### src/rtl/adc_frame_pkg.sv
// Shared types and helpers for the ADC result UART framer.
// Holds the frame geometry, serialiser state encoding and the payload checksum.
package adc_frame_pkg;

    localparam int         FRAME_LEN    = 11;
    localparam logic [7:0] HDR0_DEFAULT = 8'hAA;
    localparam logic [7:0] HDR1_DEFAULT = 8'h55;

    typedef enum logic [1:0] {
        IDLE,
        START,
        DATA,
        STOP
    } tx_state_e;

    // Index 0 is data_1_H, index 7 is data_4_L.
    typedef logic [7:0][7:0] chan_bytes_t;

    function automatic logic [7:0] frame_checksum(input chan_bytes_t b);
        logic [7:0] sum;
        sum = '0;
        for (int i = 0; i < 8; i++) begin
            sum = sum + b[i];
        end
        return sum;
    endfunction

endpackage

### src/rtl/adc_uart_framer_if.sv
// Request/data bundle from the ADC controller plus the framer's line and status outputs.
// master = controller/host side, slave = framer.
interface adc_uart_framer_if;

    logic       frame_req;
    logic [7:0] data_1_H;
    logic [7:0] data_1_L;
    logic [7:0] data_2_H;
    logic [7:0] data_2_L;
    logic [7:0] data_3_H;
    logic [7:0] data_3_L;
    logic [7:0] data_4_H;
    logic [7:0] data_4_L;
    logic       tx;
    logic       busy;
    logic       frame_done;
    logic [7:0] drop_cnt;

    modport master (
        output frame_req,
        output data_1_H, data_1_L, data_2_H, data_2_L,
        output data_3_H, data_3_L, data_4_H, data_4_L,
        input  tx, busy, frame_done, drop_cnt
    );

    modport slave (
        input  frame_req,
        input  data_1_H, data_1_L, data_2_H, data_2_L,
        input  data_3_H, data_3_L, data_4_H, data_4_L,
        output tx, busy, frame_done, drop_cnt
    );

endinterface

### src/rtl/uart_tx_byte.sv
// UART 8N1 byte serialiser; start bit drives the line on the edge a byte is accepted.
// in_ready is high when idle or in the last cycle of the stop bit, so bytes chain with no gap.
module uart_tx_byte
    import adc_frame_pkg::*;
#(
    parameter int BAUD_DIV = 434
) (
    input  logic       clk,
    input  logic       rst,
    input  logic       in_valid,
    input  logic [7:0] in_data,
    output logic       in_ready,
    output logic       byte_done,
    output logic       tx
);

    localparam logic [15:0] BAUD_LAST = 16'(BAUD_DIV - 1);

    tx_state_e   state_q, state_d;
    logic [15:0] cnt_q, cnt_d;
    logic [2:0]  bit_q, bit_d;
    logic [7:0]  sh_q, sh_d;
    logic        tx_q, tx_d;
    logic        bit_end;

    assign bit_end   = (cnt_q == BAUD_LAST);
    assign byte_done = (state_q == STOP) && bit_end;
    assign in_ready  = (state_q == IDLE) || byte_done;
    assign tx        = tx_q;

    always_ff @(posedge clk) begin
        if (rst) begin
            state_q <= IDLE;
            cnt_q   <= '0;
            bit_q   <= '0;
            sh_q    <= '0;
            tx_q    <= 1'b1;
        end else begin
            state_q <= state_d;
            cnt_q   <= cnt_d;
            bit_q   <= bit_d;
            sh_q    <= sh_d;
            tx_q    <= tx_d;
        end
    end

    always_comb begin
        state_d = state_q;
        cnt_d   = cnt_q;
        bit_d   = bit_q;
        sh_d    = sh_q;
        tx_d    = tx_q;

        if (state_q != IDLE) begin
            cnt_d = bit_end ? '0 : cnt_q + 16'd1;
        end

        unique case (state_q)
            IDLE: begin
                tx_d = 1'b1;
            end
            START: begin
                if (bit_end) begin
                    state_d = DATA;
                    bit_d   = '0;
                    tx_d    = sh_q[0];
                end
            end
            DATA: begin
                if (bit_end) begin
                    if (bit_q == 3'd7) begin
                        state_d = STOP;
                        tx_d    = 1'b1;
                    end else begin
                        // The shifted register keeps the bit on the line at sh_q[0].
                        bit_d = bit_q + 3'd1;
                        sh_d  = {1'b0, sh_q[7:1]};
                        tx_d  = sh_q[1];
                    end
                end
            end
            STOP: begin
                if (bit_end) begin
                    state_d = IDLE;
                    tx_d    = 1'b1;
                end
            end
            default: begin
                state_d = IDLE;
                tx_d    = 1'b1;
            end
        endcase

        if (in_valid && in_ready) begin
            state_d = START;
            cnt_d   = '0;
            sh_d    = in_data;
            tx_d    = 1'b0;
        end
    end

endmodule

### src/rtl/adc_uart_framer.sv
// Snapshots the four ADC channel results on a request and sends AA 55 <8 bytes> <sum> as UART 8N1.
// Start bit one cycle after acceptance; requests while busy or in the frame_done cycle are dropped and counted.
module adc_uart_framer
    import adc_frame_pkg::*;
#(
    parameter int         BAUD_DIV = 434,
    parameter logic [7:0] HDR0     = HDR0_DEFAULT,
    parameter logic [7:0] HDR1     = HDR1_DEFAULT
) (
    input  logic               sys_clk,
    input  logic               sys_rst,
    adc_uart_framer_if.slave   bus
);

    localparam logic [3:0] LAST_IDX = 4'(FRAME_LEN - 1);

    chan_bytes_t snap_q, snap_d;
    chan_bytes_t chan_in;
    logic [7:0]  csum_q, csum_d;
    logic [3:0]  idx_q, idx_d;
    logic        busy_q, busy_d;
    logic        frame_done_q, frame_done_d;
    logic [7:0]  drop_q, drop_d;

    logic        accept;
    logic        reject;
    logic        more;
    logic [3:0]  next_idx;
    logic [2:0]  sel_idx;
    logic        send_vld;
    logic [7:0]  send_dat;
    logic        ser_rdy;
    logic        ser_done;
    logic        ser_tx;

    assign chan_in = {bus.data_4_L, bus.data_4_H, bus.data_3_L, bus.data_3_H,
                      bus.data_2_L, bus.data_2_H, bus.data_1_L, bus.data_1_H};

    // frame_done cycle still rejects even though busy has already dropped.
    assign accept   = bus.frame_req && !busy_q && !frame_done_q && ser_rdy;
    assign reject   = bus.frame_req && (busy_q || frame_done_q);
    assign more     = busy_q && (idx_q != LAST_IDX);
    assign next_idx = idx_q + 4'd1;
    assign sel_idx  = 3'(next_idx - 4'd2);
    assign send_vld = accept || more;

    always_comb begin
        send_dat = snap_q[sel_idx];
        if (accept) begin
            send_dat = HDR0;
        end else if (next_idx == 4'd1) begin
            send_dat = HDR1;
        end else if (next_idx == LAST_IDX) begin
            send_dat = csum_q;
        end
    end

    uart_tx_byte #(
        .BAUD_DIV (BAUD_DIV)
    ) u_tx (
        .clk       (sys_clk),
        .rst       (sys_rst),
        .in_valid  (send_vld),
        .in_data   (send_dat),
        .in_ready  (ser_rdy),
        .byte_done (ser_done),
        .tx        (ser_tx)
    );

    always_ff @(posedge sys_clk) begin
        if (sys_rst) begin
            snap_q       <= '0;
            csum_q       <= '0;
            idx_q        <= '0;
            busy_q       <= 1'b0;
            frame_done_q <= 1'b0;
            drop_q       <= '0;
        end else begin
            snap_q       <= snap_d;
            csum_q       <= csum_d;
            idx_q        <= idx_d;
            busy_q       <= busy_d;
            frame_done_q <= frame_done_d;
            drop_q       <= drop_d;
        end
    end

    always_comb begin
        snap_d       = snap_q;
        csum_d       = csum_q;
        idx_d        = idx_q;
        busy_d       = busy_q;
        frame_done_d = 1'b0;
        drop_d       = drop_q;

        if (accept) begin
            snap_d = chan_in;
            csum_d = frame_checksum(chan_in);
            idx_d  = '0;
            busy_d = 1'b1;
        end

        // Stop-bit end of the byte at idx_q: either chain the next byte or close the frame.
        if (busy_q && ser_done) begin
            if (idx_q == LAST_IDX) begin
                busy_d       = 1'b0;
                frame_done_d = 1'b1;
            end else begin
                idx_d = next_idx;
            end
        end

        if (reject && (drop_q != 8'hFF)) begin
            drop_d = drop_q + 8'd1;
        end
    end

    assign bus.tx         = ser_tx;
    assign bus.busy       = busy_q;
    assign bus.frame_done = frame_done_q;
    assign bus.drop_cnt   = drop_q;

endmodule

### src/flat_wrapper.sv
// flat-port wrapper written by rule: the top's interface ports become plain ports
module adc_uart_framer_flat import adc_frame_pkg::*;
#(
    parameter int         BAUD_DIV = 434,
    parameter logic [7:0] HDR0     = HDR0_DEFAULT,
    parameter logic [7:0] HDR1     = HDR1_DEFAULT
)
  (sys_clk, sys_rst, bus_frame_req, bus_data_1_H, bus_data_1_L, bus_data_2_H, bus_data_2_L, bus_data_3_H, bus_data_3_L, bus_data_4_H, bus_data_4_L, bus_tx, bus_busy, bus_frame_done, bus_drop_cnt);
  adc_uart_framer_if bus_i ();
  input  logic sys_clk;
  input  logic sys_rst;
  input wire logic [$bits(bus_i.frame_req)-1:0] bus_frame_req;
  input wire logic [$bits(bus_i.data_1_H)-1:0] bus_data_1_H;
  input wire logic [$bits(bus_i.data_1_L)-1:0] bus_data_1_L;
  input wire logic [$bits(bus_i.data_2_H)-1:0] bus_data_2_H;
  input wire logic [$bits(bus_i.data_2_L)-1:0] bus_data_2_L;
  input wire logic [$bits(bus_i.data_3_H)-1:0] bus_data_3_H;
  input wire logic [$bits(bus_i.data_3_L)-1:0] bus_data_3_L;
  input wire logic [$bits(bus_i.data_4_H)-1:0] bus_data_4_H;
  input wire logic [$bits(bus_i.data_4_L)-1:0] bus_data_4_L;
  output wire logic [$bits(bus_i.tx)-1:0] bus_tx;
  output wire logic [$bits(bus_i.busy)-1:0] bus_busy;
  output wire logic [$bits(bus_i.frame_done)-1:0] bus_frame_done;
  output wire logic [$bits(bus_i.drop_cnt)-1:0] bus_drop_cnt;
  assign bus_i.frame_req = bus_frame_req;
  assign bus_i.data_1_H = bus_data_1_H;
  assign bus_i.data_1_L = bus_data_1_L;
  assign bus_i.data_2_H = bus_data_2_H;
  assign bus_i.data_2_L = bus_data_2_L;
  assign bus_i.data_3_H = bus_data_3_H;
  assign bus_i.data_3_L = bus_data_3_L;
  assign bus_i.data_4_H = bus_data_4_H;
  assign bus_i.data_4_L = bus_data_4_L;
  assign bus_tx = bus_i.tx;
  assign bus_busy = bus_i.busy;
  assign bus_frame_done = bus_i.frame_done;
  assign bus_drop_cnt = bus_i.drop_cnt;
  adc_uart_framer #(.BAUD_DIV(BAUD_DIV), .HDR0(HDR0), .HDR1(HDR1)) u_core (.sys_clk(sys_clk), .sys_rst(sys_rst), .bus(bus_i));
endmodule
### config.mk
export PLATFORM = sky130hd
export DESIGN_NAME = adc_uart_framer_flat
export DESIGN_NICKNAME = d
export VERILOG_FILES = /design/src/rtl/adc_frame_pkg.sv /design/src/rtl/adc_uart_framer_if.sv /design/src/rtl/uart_tx_byte.sv /design/src/rtl/adc_uart_framer.sv /design/src/flat_wrapper.sv
export SDC_FILE = /design/constraint.sdc
export NUM_CORES = 1
export LEC_CHECK = 0
export BUFFER_PORTS_ARGS = -buffer_cell sky130_fd_sc_hd__buf_2
export CAP_MARGIN = 20
export CORE_MARGIN = 4
export CORE_UTILIZATION = 44
export DETAILED_ROUTE_END_ITERATION = 12
export GPL_TIMING_DRIVEN = 0
export HOLD_SLACK_MARGIN = 0.08
export PLACE_DENSITY = 0.66
export SYNTH_ARGS = -nofsm -noshare
export SYNTH_HDL_FRONTEND = slang
export SYNTH_SLANG_ARGS = --single-unit
### constraint.sdc
create_clock -name sys_clk -period 5.8 [get_ports sys_clk]
set_clock_uncertainty 0.2 [all_clocks]
set_input_delay 0.58 -clock sys_clk [delete_from_list [all_inputs] [get_ports sys_clk]]
set_output_delay 0.58 -clock sys_clk [all_outputs]
set_load 0.01 [all_outputs]
==> key figures <==
Synth
  • Post-Syn Instances: 746
  • Synth Net Count: ~870
  • Yosys warns: 0
  • Yosys cell types: approximately 60
  • Post-Syn Area: approximately 6700 um2
  • EDFF count, synth: 0
  • Async S/R FF share, synth: 0%
  • Top FF cell, synth: dfxtp_1
  • Register area share after synthesis: 34.6%
  • #FFs+latches synth: 116
  • Syn Area/Cell: 8.99 um2

Finish
  • # fillers: 1,409
  • Fin nets: slightly below 1,000
  • Final Util: 53.6%
  • Register Area: 2320 um2
  • Area of the multi-input gates: 3890 um2
  • Area delta synth->final: 18.0%
  • Layout cells sized above 1: roughly 18%
  • # diodes: 0

Worst hold path
  • Hold WC Path Type: in2reg
  • Min-delay src: bus_data_3_H[3]
  • Hold path cells: 3
  • Min-Delay Endpoint: u_core.snap_q[35]

Status
  • Status: finished, final reports clean

Floorplan
  • Die X-Extent: 131 um
  • Starting Density: 45.4%
  • Die area: around 17,000 um2
  • Num rows: 44
  • Core area: ~15,000 um2
  • I/O pin total: 78
  • Die Height: 131 um

CTS
  • Clock Path Buffers: 2
  • Worst-Skew Late Latency: around 0.42 ns
  • Post-CTS setup buffers: 0
  • Hold buffers post-CTS: 0
  • Root buf cell: clkbuf_16
  • Post_cts resized: 0
  • Clock slew at reported path FFs: 0.06 ns
  • # clock sinks: around 120
  • Num CTS Buffers: 17
  • CTS tree: yes
  • Htree depth: 4

Setup path
  • RR Startpoint: u_core.idx_q[0]
  • CP Max Fanout: 2
  • CP Capture Type: register
  • R2R cell count: 8
  • Type of the worst setup path: in2reg
  • Crit path launch type: primary input
  • WP data required: 5.86 ns
  • Arrival @ worst endpoint: 4.48 ns
  • Worst R2R End: u_core.u_tx.sh_q[3]
  • Reg2reg setup slack: ~2.2 ns

Global route
  • Largest net degree at the start of global routing: 17
  • All-layer global routing usage: 20.9%
  • Initial antenna violation count: 0
  • Vias in the first global route: ~5,300
  • First-pass GRT wire length: 28,400 um
  • Grt total ovfl: 0

Place
  • Routability Congestion: 0.831
  • Port buffer count: 76
  • Hpwl dp: 12,700 um

Drt
  • Wire per inst: 17.0 um
  • Routed WL: 17,600 um
  • Final ANT Viol Nets: 0
  • Vias/cell: roughly 5.3
  • Residual DRC: 0
  • DR vias: 5,514
  • Number of DRC markers in iteration 0: 420
  • Initial DRT Pass Iterations: 5

STA
  • Crit share post-route: around 76%
  • Final setup fails: 0
  • Slew headroom: approximately 35%
  • RSZ-0062 raised after global routing: false
  • Slew Viols, Final: 0
  • Worst Tran Pin Value: 0.969 ns
  • Setup TNS: 0 ns
  • Final Hold Viols: 0
  • Post-layout min period: approximately 4.4 ns
  • Fmax achieved: 0.226 GHz

Power and ir drop
  • VDD IR max: 228 uV
  • Total Power: 2.82 mW
  • Leakage dissipation: 3.30 nW
  • Pwr Density: 356 nW/um2

Flow run
  • Max-Cap Viols: 0
-- worst max path at each step --
stage                     from          endpoint
3_3_place_gp   bus_data_4_L[3]  u_core.csum_q[7]
6_report       bus_data_4_L[3]  u_core.csum_q[7]
3_5_place_dp   bus_data_4_L[3]  u_core.csum_q[7]
4_1_cts        bus_data_4_L[3]  u_core.csum_q[7]
2_1_floorplan  bus_data_4_L[3]  u_core.csum_q[7]
5_1_grt        bus_data_4_L[3]  u_core.csum_q[7]
-- placed cells by master, fill, tap and decap left out, types with 4 or more instances in the layout --
cell type,count
fa_1,39
inv_1,67
mux2i_1,11
nor3_1,8
and2_1,5
nor2b_1,6
nand4_1,7
nor2_1,43
buf_4,4
o21ai_0,9
dfxtp_1,116
a21oi_1,84
a211oi_1,7
xor2_1,14
ha_1,22
o32ai_2,4
clkbuf_1,18
buf_6,10
clkinvlp_4,5
and3_1,5
clkbuf_16,17
mux4_2,15
xnor2_1,22
nand3_1,11
nand2_1,161
buf_2,80
-- layout make-up --
cell class              count  share of cell area, %
well taps                 184                   2.91
plain buffers              37                   2.96
clock inverters            12                   1.64
clock buffers              20                   5.90
inverters                  68                   3.23
flip-flops and latches    116                   29.4
repair buffers             76                   4.81
multi-input cells         525                   49.2
-- state kept, by name, indices dropped and copies added (netlist names) --
signal and flops:
u_core.u_tx.bit_q 3, u_core.csum_q 8, u_core.u_tx.state_q 2, u_core.bus.frame_done 1, u_core.bus.drop_cnt 8, u_core.u_tx.tx 1
u_core.u_tx.sh_q 8, u_core.bus.busy 1, u_core.u_tx.cnt_q 16, u_core.snap_q 64, u_core.idx_q 4
-- metrics by stage --
step                      setup slack (ns)  hold WS, ns  instance area (um2)  std cells
after floorplan                       1.42        0.229                 6700        746
after global placement               0.979        0.241                 7310       1006
after detailed placement             0.949        0.246                 7310       1006
after CTS                             1.38        0.202                 7910       1038
after global routing                  1.20        0.203                 7910       1038
final                                 1.38        0.215                 7910       1038
-- critical path, stage by stage --
cell      delay, ns
buf_2          0.10
inv_1          0.05
fa_1           0.53
inv_1          0.05
fa_1           0.51
fa_1           0.56
inv_1          0.06
fa_1           0.62
inv_1          0.06
ha_1           0.30
a211oi_1       0.31
o21bai_1       0.13
a21oi_1        0.21
xnor3_1        0.24
nand2_1        0.09
a21oi_1        0.07
-- synth_stat cells, types with 3 or more instances --
| cell | n | area share (%) |
|---|---|---|
| a211oi_1 | 7 | 0.78 |
| a21o_1 | 3 | 0.34 |
| a21oi_1 | 84 | 6.3 |
| and2_1 | 5 | 0.47 |
| and3_1 | 5 | 0.47 |
| and4_1 | 3 | 0.39 |
| buf_2 | 4 | 0.30 |
| buf_4 | 4 | 0.45 |
| buf_6 | 10 | 1.7 |
| clkbuf_1 | 18 | 1.0 |
| dfxtp_1 | 116 | 35 |
| fa_1 | 39 | 12 |
| ha_1 | 22 | 4.1 |
| inv_1 | 67 | 3.8 |
| mux2i_1 | 11 | 1.6 |
| mux4_2 | 15 | 5.0 |
| nand2_1 | 161 | 9.0 |
| nand3_1 | 11 | 0.82 |
| nand3b_1 | 3 | 0.34 |
| nand4_1 | 7 | 0.65 |
| nor2_1 | 43 | 2.4 |
| nor2b_1 | 6 | 0.56 |
| nor3_1 | 8 | 0.60 |
| o21ai_0 | 9 | 0.67 |
| o32ai_2 | 4 | 0.97 |
| or3_1 | 3 | 0.28 |
| xnor2_1 | 22 | 2.9 |
| xor2_1 | 14 | 1.8 |
-- logic make-up (layout without fill, tap and decap cells) --
family / Yosys count / after routing / share of synthesized area, %
adders and majority gates: 61 / 61 / 15.8
muxes: 27 / 27 / 6.85
AOI/OAI and AO/OA: 128 / 128 / 11.7
buffers and inverters: 105 / 213 / 7.30
DFF: 116 / 116 / 34.6
xor gates and xnor gates: 38 / 38 / 5.28
and+or+nand+nor: 271 / 271 / 18.5
-- power by group --
group | switching, mW | internal [mW]
clock | 0.379 | 0.664
combinational | 0.475 | 0.400
sequential | 0.0352 | 0.862
-- layer usage --
layer | share of wire [%] | track usage (%)
met5 | 0 | 0
met4 | 1.5 | 5.95
met2 | 47 | 33.8
met3 | 7.1 | 5.08
met1 | 44 | 28.1
No activity file was read; power rests on OpenSTA's default activity.
